===== src/rtl/ws2812_driver.sv =====
// ws2812_driver: serialises one GRB colour triple per frame onto a WS2812 NRZ line
module ws2812_driver #(
  parameter int T0H          = 4,
  parameter int T1H          = 8,
  parameter int BIT_CYCLES   = 12,
  parameter int LATCH_CYCLES = 500
) (
  input  logic       clk,
  input  logic       reset,
  input  logic [7:0] red,
  input  logic [7:0] green,
  input  logic [7:0] blue,
  input  logic       start,
  output logic       busy,
  output logic       done,
  output logic       dout
);
  localparam int CMAX = (BIT_CYCLES > LATCH_CYCLES) ? BIT_CYCLES : LATCH_CYCLES;
  localparam int CW   = $clog2(CMAX + 1);
  localparam logic [1:0] IDLE     = 2'd0;
  localparam logic [1:0] BIT_HIGH = 2'd1;
  localparam logic [1:0] BIT_LOW  = 2'd2;
  localparam logic [1:0] LATCH    = 2'd3;
  logic [1:0]    state;
  logic [23:0]   sr;
  logic [4:0]    idx;
  logic [CW-1:0] cnt;
  logic [CW-1:0] th;
  logic [CW-1:0] last;
  logic          end_st;
  assign busy = state != IDLE;
  // high width follows the current MSB; last is the final counter value of the current state
  always_comb begin
    th     = sr[23] ? CW'(T1H) : CW'(T0H);
    last   = state == BIT_HIGH ? th - 1'b1 :
             state == BIT_LOW  ? CW'(BIT_CYCLES) - th - 1'b1 : CW'(LATCH_CYCLES - 1);
    end_st = cnt == last;
  end
  // frame sequencer; dout is registered from the next state so edges land exactly on state changes
  always_ff @(posedge clk or posedge reset) begin
    if (reset) begin
      state <= IDLE;
      sr    <= '0;
      idx   <= '0;
      cnt   <= '0;
      dout  <= 1'b0;
      done  <= 1'b0;
    end else begin
      done <= 1'b0;
      case (state)
        IDLE: if (start) begin
          sr    <= {green, red, blue};
          idx   <= '0;
          cnt   <= '0;
          dout  <= 1'b1;
          state <= BIT_HIGH;
        end
        BIT_HIGH: if (end_st) begin
          cnt   <= '0;
          dout  <= 1'b0;
          state <= BIT_LOW;
        end else cnt <= cnt + 1'b1;
        BIT_LOW: if (end_st) begin
          cnt   <= '0;
          sr    <= {sr[22:0], 1'b0};
          idx   <= idx + 1'b1;
          dout  <= idx != 5'd23;
          state <= idx == 5'd23 ? LATCH : BIT_HIGH;
        end else cnt <= cnt + 1'b1;
        LATCH: if (end_st) begin
          cnt   <= '0;
          done  <= 1'b1;
          state <= IDLE;
        end else cnt <= cnt + 1'b1;
        default: state <= IDLE;
      endcase
    end
  end
endmodule


===== config.mk =====
export PLATFORM = sky130hd
export DESIGN_NAME = ws2812_driver
export DESIGN_NICKNAME = d
export VERILOG_FILES = /design/src/rtl/ws2812_driver.sv
export SDC_FILE = /design/constraint.sdc
export NUM_CORES = 1
export LEC_CHECK = 0
export CAP_MARGIN = 25
export CORE_ASPECT_RATIO = 0.9
export CORE_MARGIN = 8
export CORE_UTILIZATION = 45
export DETAILED_ROUTE_END_ITERATION = 10
export PLACE_DENSITY = 0.69
export SLEW_MARGIN = 15
export SYNTH_ARGS = -nofsm -noshare
export SYNTH_HDL_FRONTEND = slang
export SYNTH_SLANG_ARGS = --single-unit

===== constraint.sdc =====
create_clock -name clk -period 3.7 [get_ports clk]
set_input_delay 0.74 -clock clk [delete_from_list [all_inputs] [get_ports clk]]
set_output_delay 0.74 -clock clk [all_outputs]
set_load 0.01 [all_outputs]

==> out/results.txt, run 1 <==
Post-synth top flop -> dfrtp_1
Final Setup Violations -> 0
Port bufs -> 29
Internal Power -> 705 µW
Global placer's final weighted congestion -> 0.789
Post-route DRC violation count -> 0
Clock share of power -> 0.420
Final #Nets -> 292
Number of clock sinks -> 42
Share of post-route cells with drive strength above 1 -> 0.117
FILL cells -> 497
Cell types occupying the most area after synthesis -> dfrtp_1 (44%), o22ai_1 (9.1%), a2bb2oi_2 (5.6%), ha_1 (4.7%), nand2b_1 (3.6%)
Final core utilization -> 0.548
Via count of the first global-routing pass -> 2011
Post-route antenna net violation count -> 0
Cell variety after synth -> 46
First-pass GRT wire length -> 9140 µm
Pin count of the biggest net entering global routing -> 26
Number of max-cap violations -> 0
Syn. warnings -> 0
Die Footprint -> 0.00793 mm²
IR drop worst, VDD -> 0.186 mV
Slew of the pin with the lowest slew margin -> 0.871 ns
Final wirelength -> 5230 µm
Via count of the routed design -> 1931
Vias per std cell -> 5.98
Post_cts resized -> 0
X dimension of the die -> 93.0 µm
Result of the run -> complete, no violations
Worst max-slew margin expressed relative to the limit -> 0.419
Residual overflow from global routing -> 0
RSZ-0062 raised after global routing -> no
Part of the power in combinational logic -> 0.055
WP data arrival -> 2.13 ns
Clock H-tree levels -> 2
Cts hold-fix bufs -> 0
Max FO, Critical Path -> 17
Post-route fraction of the period consumed by the critical path -> 0.777
Max Clock Skew -> 0.00450 ns
Worst path required time -> 2.96 ns
Final sum of negative setup slack -> 0 ns
Die boundary height -> 85.3 µm
Number of hold-slack violations in the final timing report -> 0
Fraction of power consumed by sequential logic -> 0.525
Global-route total usage across every layer -> 0.140
Hpwl dp -> 3700 µm
Post-synthesis sequential area ratio -> 0.438
Area Growth Syn to Fin -> 18.5%
LEAKAGE -> 0.00116 µW
CTS tree -> built
Minimum period implied by the final worst setup slack -> 2.87 ns
Routed wire per std cell -> 16.2 µm
Initial core utilization -> 0.462
Floorplan Core Area -> 0.00519 mm²
Synthesized netlist net count -> 267
Cell taking the most area after synthesis -> dfrtp_1
Summed instance area of the synthesized netlist -> 0.00240 mm²
Clock buffer depth -> 2
Total inserted antenna cells -> 0
Pwr dens -> 308 mW/mm²
Io pins -> 30
Clk Tree Root Cell -> clkbuf_8
Post-synthesis register bit count -> 42
Latest clock arrival within the worst-skew pair -> 0.29 ns
Synthesized netlist cell count -> 231
Share of the synthesized area in the top cell type -> 0.438
Proportion of register bits with asynchronous set or reset after synthesis -> 1.00
Number of synthesized flops with an enable pin -> 0
Switching power -> 170 µW
Achievable Freq -> 348 MHz
Post-CTS setup buffer count -> 0
Sw Ratio -> 0.194
Worst min-delay path class -> flip-flop to flip-flop
Category of the worst setup path launch point -> flip-flop
Startpoint-to-endpoint class of the critical path -> flip-flop to output pin
Row Count -> 25
Critical path capture point type -> output pin
Post-route cell area -> 0.00285 mm²
Clock-pin transition on the worst setup and hold timing paths -> 0.08 ns
DR iter-0 viols -> 80
Cell area after placement -> 0.00273 mm²
Initial DRT Pass Iterations -> 5
Max-slew violation count -> 0
Avg Cell Area, Syn -> 10.4 µm²
Initial antenna violation count -> 0
Number of CTS-inserted buffers -> 5
## cell usage after synthesis (3+ instances only)
cell,instances
a21oi_1,12
a22o_1,6
a2bb2oi_1,3
a2bb2oi_2,9
and3_1,4
clkbuf_1,12
dfrtp_1,42
ha_1,9
inv_1,6
nand2_1,7
nand2b_1,14
nand3_1,8
nand4_1,3
nor2_1,12
nor3_1,3
o21ai_0,5
o22ai_1,35
o31ai_1,5
## cells in the final DEF (no fill, tap or decap), types with 2 or more instances in the layout
master           Yosys  routed
nand4_1              3       3
clkdlybuf4s50_1      0      29
o31ai_2              2       2
xnor2_1              2       2
o21ai_0              5       5
a2bb2oi_2            9       9
a31oi_1              2       2
a2bb2oi_1            3       3
a22oi_1              2       2
nor2b_1              2       2
a22o_1               6       6
dfrtp_1             42      42
nor3_1               3       3
and3_1               4       4
o31ai_1              5       5
o22ai_1             35      35
nor2_1              12      12
clkbuf_8             0       6
inv_1                6       6
a21oi_1             12      12
and2_1               2       2
buf_4                1       5
o221ai_1             2       2
nand2_1              7       7
nand3_1              8       8
nand2b_1            14      14
ha_1                 9       9
## per-stage QoR
stage	power, µW	cells	setup WS [ns]	hold WS (ns)
floorplan	483	231	1.58	0.490
global route	907	323	0.660	0.551
global placement	518	316	0.943	0.497
finish	875	323	0.826	0.521
CTS	884	323	0.824	0.523
detailed placement	518	316	0.890	0.505
## layer usage
metal  GRT usage  vias up  share of wire
met3      0.0353        5          0.035
met4      0.0424        0         0.0076
met1       0.171      958           0.47
li1            -      936              -
met5           0        -              0
met2       0.234       32           0.49
## logic make-up (layout without fill, tap and decap cells)
family	Yosys count	count (layout)	share of synthesized area
DFF	42	42	0.438
muxes	4	4	0.0229
and+or+nand+nor	60	60	0.138
adders and majority gates	9	9	0.0469
xor gates and xnor gates	3	3	0.0109
buffers and inverters	22	47	0.0427
AOI/OAI and AO/OA	91	91	0.301
## critical path: stages (launching register included)
cell and delay [ns]:
dfrtp_1 0.44, inv_1 0.16, ha_1 0.56, inv_1 0.16
clkdlybuf4s50_1 0.52
## registers in the layout (all words and copies together) (netlist names)
| signal | flops |
|---|---|
| cnt | 9 |
| done | 1 |
| dout | 1 |
| idx | 5 |
| sr | 24 |
| state | 2 |
## final cells by class
cell class	count	area, µm²	area share
clock buffer	6	82.6	0.0290
clock inverter	1	30.0	0.0106
sequential	42	1050	0.369
tap	67	83.8	0.0295
multi-input combinational	167	1250	0.438
inverter	6	22.5	0.00792
timing repair buffer	34	328	0.115
## path summary, 6_finish.rpt
kind	startpoint	slack [ns]	cells past startpoint	endpoint
hold reg to reg	sr[17]	0.52	1	sr[17]
setup / recovery	state[0]	0.83	4	busy
min in group asynchronous	reset	0.79	2	sr[3]
max in group asynchronous	reset	2.30	3	sr[10]
setup reg to reg	state[1]	0.86	7	idx[0]
hold / removal	sr[17]	0.52	1	sr[17]
## power groups by stage
| stage | Clock [µW] | Combinational [µW] | Sequential (µW) |
|---|---|---|---|
| 3_3_place_gp | 0 | 48.9 | 469 |
| 5_1_grt | 395 | 52.9 | 460 |
| 4_1_cts | 375 | 49.5 | 459 |
| 3_5_place_dp | 0 | 49.3 | 469 |
| 6_report | 368 | 48.3 | 459 |
| 2_1_floorplan | 0 | 13.9 | 469 |
Power figures use the tool's default switching activity.
==> run 2: changes to the inputs <==
--- a/config.mk
+++ b/config.mk
@@ -10,7 +10,7 @@
 export CORE_MARGIN = 8
 export CORE_UTILIZATION = 45
 export DETAILED_ROUTE_END_ITERATION = 10
-export PLACE_DENSITY = 0.69
+export PLACE_DENSITY = 0.71
 export SLEW_MARGIN = 15
 export SYNTH_ARGS = -nofsm -noshare
 export SYNTH_HDL_FRONTEND = slang
==> constraint.sdc (replaced) <==
create_clock -name clk -period 2.63 [get_ports clk]
set_input_delay 0.526 -clock clk [delete_from_list [all_inputs] [get_ports clk]]
set_output_delay 0.526 -clock clk [all_outputs]
set_load 0.01 [all_outputs]
==> out/results.txt, run 2 (synthesis results as in run 1) <==
Final wirelength -> 5050 µm (was 5230 µm)
Die boundary height -> 85.3 µm (unchanged)
Post-route DRC violation count -> 0 (unchanged)
Launch point of the worst hold path -> sr[18] (was sr[17])
Max-slew violation count -> 0 (unchanged)
Vias per std cell -> 5.74 (was 5.98)
Final Setup Violations -> 0 (unchanged)
Global-route total usage across every layer -> 0.137 (was 0.140)
Io pins -> 30 (unchanged)
Final core utilization -> 0.547 (was 0.548)
Global placer's final weighted congestion -> 0.783 (was 0.789)
Clock-pin transition on the worst setup and hold timing paths -> 0.08 ns (about the same)
Via count of the routed design -> 1876 (was 1931)
Max Clock Skew -> 0.00686 ns (was 0.00450 ns)
Post-CTS setup buffer count -> 0 (unchanged)
First-pass GRT wire length -> 8980 µm (was 9140 µm)
Latest clock arrival within the worst-skew pair -> 0.29 ns (about the same)
Pin count of the biggest net entering global routing -> 49 (was 26)
Via count of the first global-routing pass -> 1905 (was 2011)
Internal Power -> 871 µW (was 705 µW)
Initial core utilization -> 0.462 (unchanged)
Largest registers -> sr (24), cnt (9), idx (5) (unchanged)
Critical path capture point type -> flip-flop (was output pin)
Hpwl dp -> 3460 µm (was 3700 µm)
Minimum period implied by the final worst setup slack -> 2.40 ns
Startpoint-to-endpoint class of the critical path -> flip-flop to flip-flop (was flip-flop to output pin)
Post-route fraction of the period consumed by the critical path -> 0.912
Clock share of power -> 0.354 (was 0.420)
Post-route cell area -> 0.00284 mm² (was 0.00285 mm²)
Reg2Reg Launch Point -> state[0] (was state[1])
Total inserted antenna cells -> 0 (unchanged)
Switching power -> 231 µW (was 170 µW)
Fraction of met3 tracks used by global routing -> 0.0344 (was 0.0353)
Number of hold-slack violations in the final timing report -> 0 (unchanged)
Initial antenna violation count -> 0 (unchanged)
Peak-usage layer in the global routing report -> met2 (unchanged)
CTS tree -> built (unchanged)
Fraction of power consumed by sequential logic -> 0.587 (was 0.525)
Initial DRT Pass Iterations -> 4 (was 5)
DR iter-0 viols -> 138 (was 80)
LEAKAGE -> 0.00116 µW (about the same)
Pwr dens -> 388 mW/mm² (was 308 mW/mm²)
End of the worst register-to-register path -> state[1] (was idx[0])
IR drop worst, VDD -> 0.309 mV (was 0.186 mV)
Worst hold stages -> 1 (unchanged)
Post-route antenna net violation count -> 0 (unchanged)
Post_cts resized -> 0 (unchanged)
Share of post-route cells with drive strength above 1 -> 0.123 (was 0.117)
Result of the run -> complete, no violations (unchanged)
Largest register FFs -> 24 (unchanged)
Cell area after placement -> 0.00276 mm² (was 0.00273 mm²)
Achievable Freq -> 417 MHz
Worst max-slew margin expressed relative to the limit -> 0.548 (was 0.419)
Slew of the pin with the lowest slew margin -> 0.659 ns (was 0.871 ns)
Clk Tree Root Cell -> clkbuf_8 (unchanged)
WP data arrival -> 2.58 ns (was 2.13 ns)
Routed wire per std cell -> 15.4 µm (was 16.2 µm)
Number of clock sinks -> 42 (unchanged)
Number of CTS-inserted buffers -> 5 (unchanged)
Met2 capacity usage during global routing -> 0.205 (was 0.234)
Reg2Reg Setup Slack -> 0.23 ns (was 0.86 ns)
Area Growth Syn to Fin -> 18.2% (was 18.5%)
Depth of the worst register-to-register path -> 7 (unchanged)
Part of the power in combinational logic -> 0.060 (was 0.055)
Cts hold-fix bufs -> 0 (unchanged)
Final sum of negative setup slack -> 0 ns (unchanged)
Worst path required time -> 2.81 ns (was 2.96 ns)
RSZ-0062 raised after global routing -> no (unchanged)
Final #Nets -> 296 (was 292)
Top library cells by usage in the layout, fill and taps aside -> dfrtp_1 (42), o22ai_1 (35), clkdlybuf4s50_1 (29) (unchanged)
Port bufs -> 29 (unchanged)
Category of the worst setup path launch point -> flip-flop (unchanged)
DP Worst Slack -> 0.231 ns (was 0.890 ns)
Die Footprint -> 0.00793 mm² (unchanged)
Global routing met1 resource utilization -> 0.186 (was 0.171)
Clock buffer depth -> 2 (unchanged)
Max FO, Critical Path -> 25 (was 17)
Worst min-delay path class -> flip-flop to flip-flop (unchanged)
Biggest register -> sr (unchanged)
Floorplan Core Area -> 0.00519 mm² (unchanged)
Number of max-cap violations -> 0 (unchanged)
Row Count -> 25 (unchanged)
Sw Ratio -> 0.210 (was 0.194)
Residual overflow from global routing -> 0 (unchanged)
Most frequent standard cell in the layout excluding fill and tap cells -> dfrtp_1 (unchanged)
X dimension of the die -> 93.0 µm (unchanged)
Setup slack after layout -> 0.231 ns (was 0.826 ns)
Worst min-delay path endpoint -> sr[18] (was sr[17])
Clock H-tree levels -> 2 (unchanged)
## run 2: per-stage QoR
stage / hold slack (ns) / total power, µW / std cells
final: 0.516 / 1100 / 327
after global routing: 0.543 / 1140 / 327
after CTS: 0.520 / 1120 / 327
after detailed placement: 0.504 / 726 / 320
after global placement: 0.498 / 726 / 320
after floorplan: 0.490 / 679 / 231
## run 2: critical path, cell delays in order (launching register included)
cell     delay [ns]
dfrtp_1        0.43
inv_1          0.13
ha_1           0.38
xnor2_1        0.16
nor3b_2        0.35
o211a_4        0.42
o21ai_0        0.18
o22a_1         0.23
## run 2: power by group through the flow
stage	Combinational [µW]	Sequential (µW)	Clock, µW
floorplan	19.6	660	0
global placement	67.1	659	0
detailed placement	67.1	659	0
CTS	67.4	646	404
global route	72.5	646	424
finish	65.7	647	390
## run 2: worst max path at each step
stage                   from        to  slack, ns  cells after the start
floorplan           state[1]    idx[0]       0.51                      7
global placement    state[1]  state[1]       0.28                      7
detailed placement  state[1]  state[1]       0.23                      7
CTS                 state[0]  state[1]       0.22                      7
global route        state[0]  state[1]       0.08                      7
finish              state[0]  state[1]       0.23                      7
## run 2: metal layers
| layer | up-vias | wire [µm] |
|---|---|---|
| met3 | 6 | 202 |
| met2 | 41 | 2220 |
| met1 | 889 | 2570 |
| li1 | 940 | - |
| met5 | - | 0 |
| met4 | 0 | 60 |
## run 2: area by class of cell
| cell class | instances | area, µm² |
|---|---|---|
| clock buffer | 7 | 76.3 |
| tap | 67 | 83.8 |
| timing repair buffer | 38 | 358 |
| multi-input combinational | 167 | 1250 |
| sequential | 42 | 1050 |
| inverter | 6 | 22.5 |
| fill | 507 | 2350 |
==> run 3: changes to the inputs <==
--- a/config.mk
+++ b/config.mk
@@ -5,6 +5,7 @@
 export SDC_FILE = /design/constraint.sdc
 export NUM_CORES = 1
 export LEC_CHECK = 0
+export ABC_AREA = 0
 export CAP_MARGIN = 25
 export CORE_ASPECT_RATIO = 0.9
 export CORE_MARGIN = 8
==> results of run 3 <==
The final DEF is identical to that of run 2; final timing and power are the same.
==> RTL edit (flow settings as in run 1) <==
Change the parameter `LATCH_CYCLES` from 500 to 250.
--- a/src/rtl/ws2812_driver.sv
+++ b/src/rtl/ws2812_driver.sv
@@ -3,7 +3,7 @@
   parameter int T0H          = 4,
   parameter int T1H          = 8,
   parameter int BIT_CYCLES   = 12,
-  parameter int LATCH_CYCLES = 500
+  parameter int LATCH_CYCLES = 250
 ) (
   input  logic       clk,
   input  logic       reset,
Check against the original RTL: same outputs for any inputs over 10 cycles, from zero or initial values and one cycle with reset high; that may be too few to reach the edited logic, so the function may still have changed.
==> RTL edit against run 1 <==
  * Via count increased by 7.9%
  * Fmax rose by 1.6%
  * Synthesized area up 3.9%
  * Routed wire length is 17% higher
  * Clock power down 20%
  * Setup slack gained 0.046 ns
  * Combinational power down 12%
  * Sequential share of layout area is 2.0 points lower
  * Power down 10%
  * Sequential cell count down 1
  * Synthesized cell count increased by 10%
  * Design area increased by 3.2%
==> RTL edit: results (changes against run 1) <==
Outcome
  • Status: complete, no violations

Global routing
  • Met2 Track Usage GR: 0.241 (+0.00712)
  • First-pass GRT wire length: 10.5 mm (+15%)
  • Grt met3 use: 0.0371 (+0.00186)
  • Largest net degree at the start of global routing: 44 (+69%)
  • All-layer global routing usage: 0.159 (+0.0192)

Timing
  • Hold_ws: 0.512 ns (-0.00891 ns)
  • Slew @ Worst Pin: 0.677 ns (-0.194 ns)
  • Setup Skew: 0.00844 ns (+0.00394 ns)

Layout
  • Final #Nets: 315 (+7.9%)
  • Fraction of layout cells with a size suffix above 1: 0.0854 (-0.0318)
  • Regs by FF count: sr x24, cnt x8, idx x5

Synthesis
  • Compound-Gate Fraction of Synth Area: 0.302 (+0.000707)
  • Adder-Cell Fraction of Synth Area: 0.0401 (-0.00678)
  • Synth Area per Inst: 9.78 um^2 (-5.9%)
  • Post-synthesis sequential area ratio: 0.411 (-0.0265)
  • Most frequent cells after synthesis: dfrtp_1, nand2b_1, nor2_1, o221a_1, a21oi_1
  • Post-synthesis mux area share: 0.00401 (-0.0189)
  • Synth area leaders: dfrtp_1, o221a_1, nand2b_1
  • XOR/XNOR share of the synthesized area: 0.00351 (-0.00743)
  • Unique masters post-synth: 44 (-4.3%)
  • Yosys top cell area share: 0.411 (-0.0265)

Placed design
  • Placed Area: 2850 um^2 (+4.3%)
  • GPL Wtd Cong: 0.774 (-1.9%)
  • DP HPWL: 3.98 mm (+7.6%)
  • Dpl cells: 340 (+7.6%)

Detailed routing
  • Drt via density: 5.99 (+0.12%)
  • DRT iter0 DRCs: 146 (+83%)
  • 1st-pass router iterations: 4 (-1)
  • Avg WL per Cell: 17.6 um (+8.5%)
  • Routed vias: 2083 (+7.9%)

Power and ir drop
  • Max VDD drop: 0.125 mV (-33%)
  • Leak: 1.24 nW (+6.4%)

Worst setup path
  • Reg2reg setup slack: 0.88 ns (+0.02 ns)
  • Crit path DAT: 2.09 ns (-0.04 ns)
  • Critical Path Max Stage Delay: 0.52 ns (-0.04 ns)
  • Worst-path fanout max: 14 (-3)
  • Critical path's slowest cell: clkdlybuf4s50_1

Clock network
  • Post-CTS resize count: 0 (unchanged)
RTL edit: report_power, final:
group / total, W / leakage (nW) / internal (W) / switching (W)
sequential: 0.000448 / 0.532 / 0.000448 / 0
clock: 0.000295 / 0.0439 / 0.000130 / 0.000164
combinational: 0.0000426 / 0.663 / 0.0000272 / 0.0000154
RTL edit: logic make-up after synthesis:
kind of cell / after synthesis
XOR/XNOR: 1
buffers and inverters: 27
AND/OR/NAND/NOR: 86
flip-flops: 41
multiplexers: 1
adder cells (fa/ha/maj): 8
AO/OA/AOI/OAI: 91
RTL edit: final cells by class:
type,instances,area (um^2)
Clock buffer,5,68.8
Clock inverter,3,17.5
Fill cell,471,2380
Inverter,8,30.0
Multi-Input combinational cell,187,1360
Sequential cell,41,1030
Tap cell,67,83.8
Timing Repair Buffer,37,350
RTL edit: path summary, 6_finish.rpt:
check / to / cells past startpoint / start
setup / recovery: busy / 4 / state[0]$_DFFE_PP0P_
hold / removal: dout$_DFFE_PP0P_ / 1 / dout$_DFFE_PP0P_
setup reg to reg: sr[5]$_DFFE_PP0P_ / 6 / state[0]$_DFFE_PP0P_
hold reg to reg: dout$_DFFE_PP0P_ / 1 / dout$_DFFE_PP0P_
max in group asynchronous: idx[2]$_DFFE_PP0P_ / 3 / reset
min in group asynchronous: sr[20]$_DFFE_PP0P_ / 2 / reset
RTL edit: per-stage QoR:
step / total power, W / setup slack (ns)
after floorplan: 0.000466 / 1.26
after global placement: 0.000500 / 0.854
after detailed placement: 0.000500 / 0.844
after CTS: 0.000797 / 0.841
after global routing: 0.000822 / 0.667
final: 0.000785 / 0.871
RTL edit: metal layers:
metal	routed length [um]	vias up
met5	0	-
li1	-	1020
met3	240	7
met1	3050	1023
met4	63	0
met2	2760	33
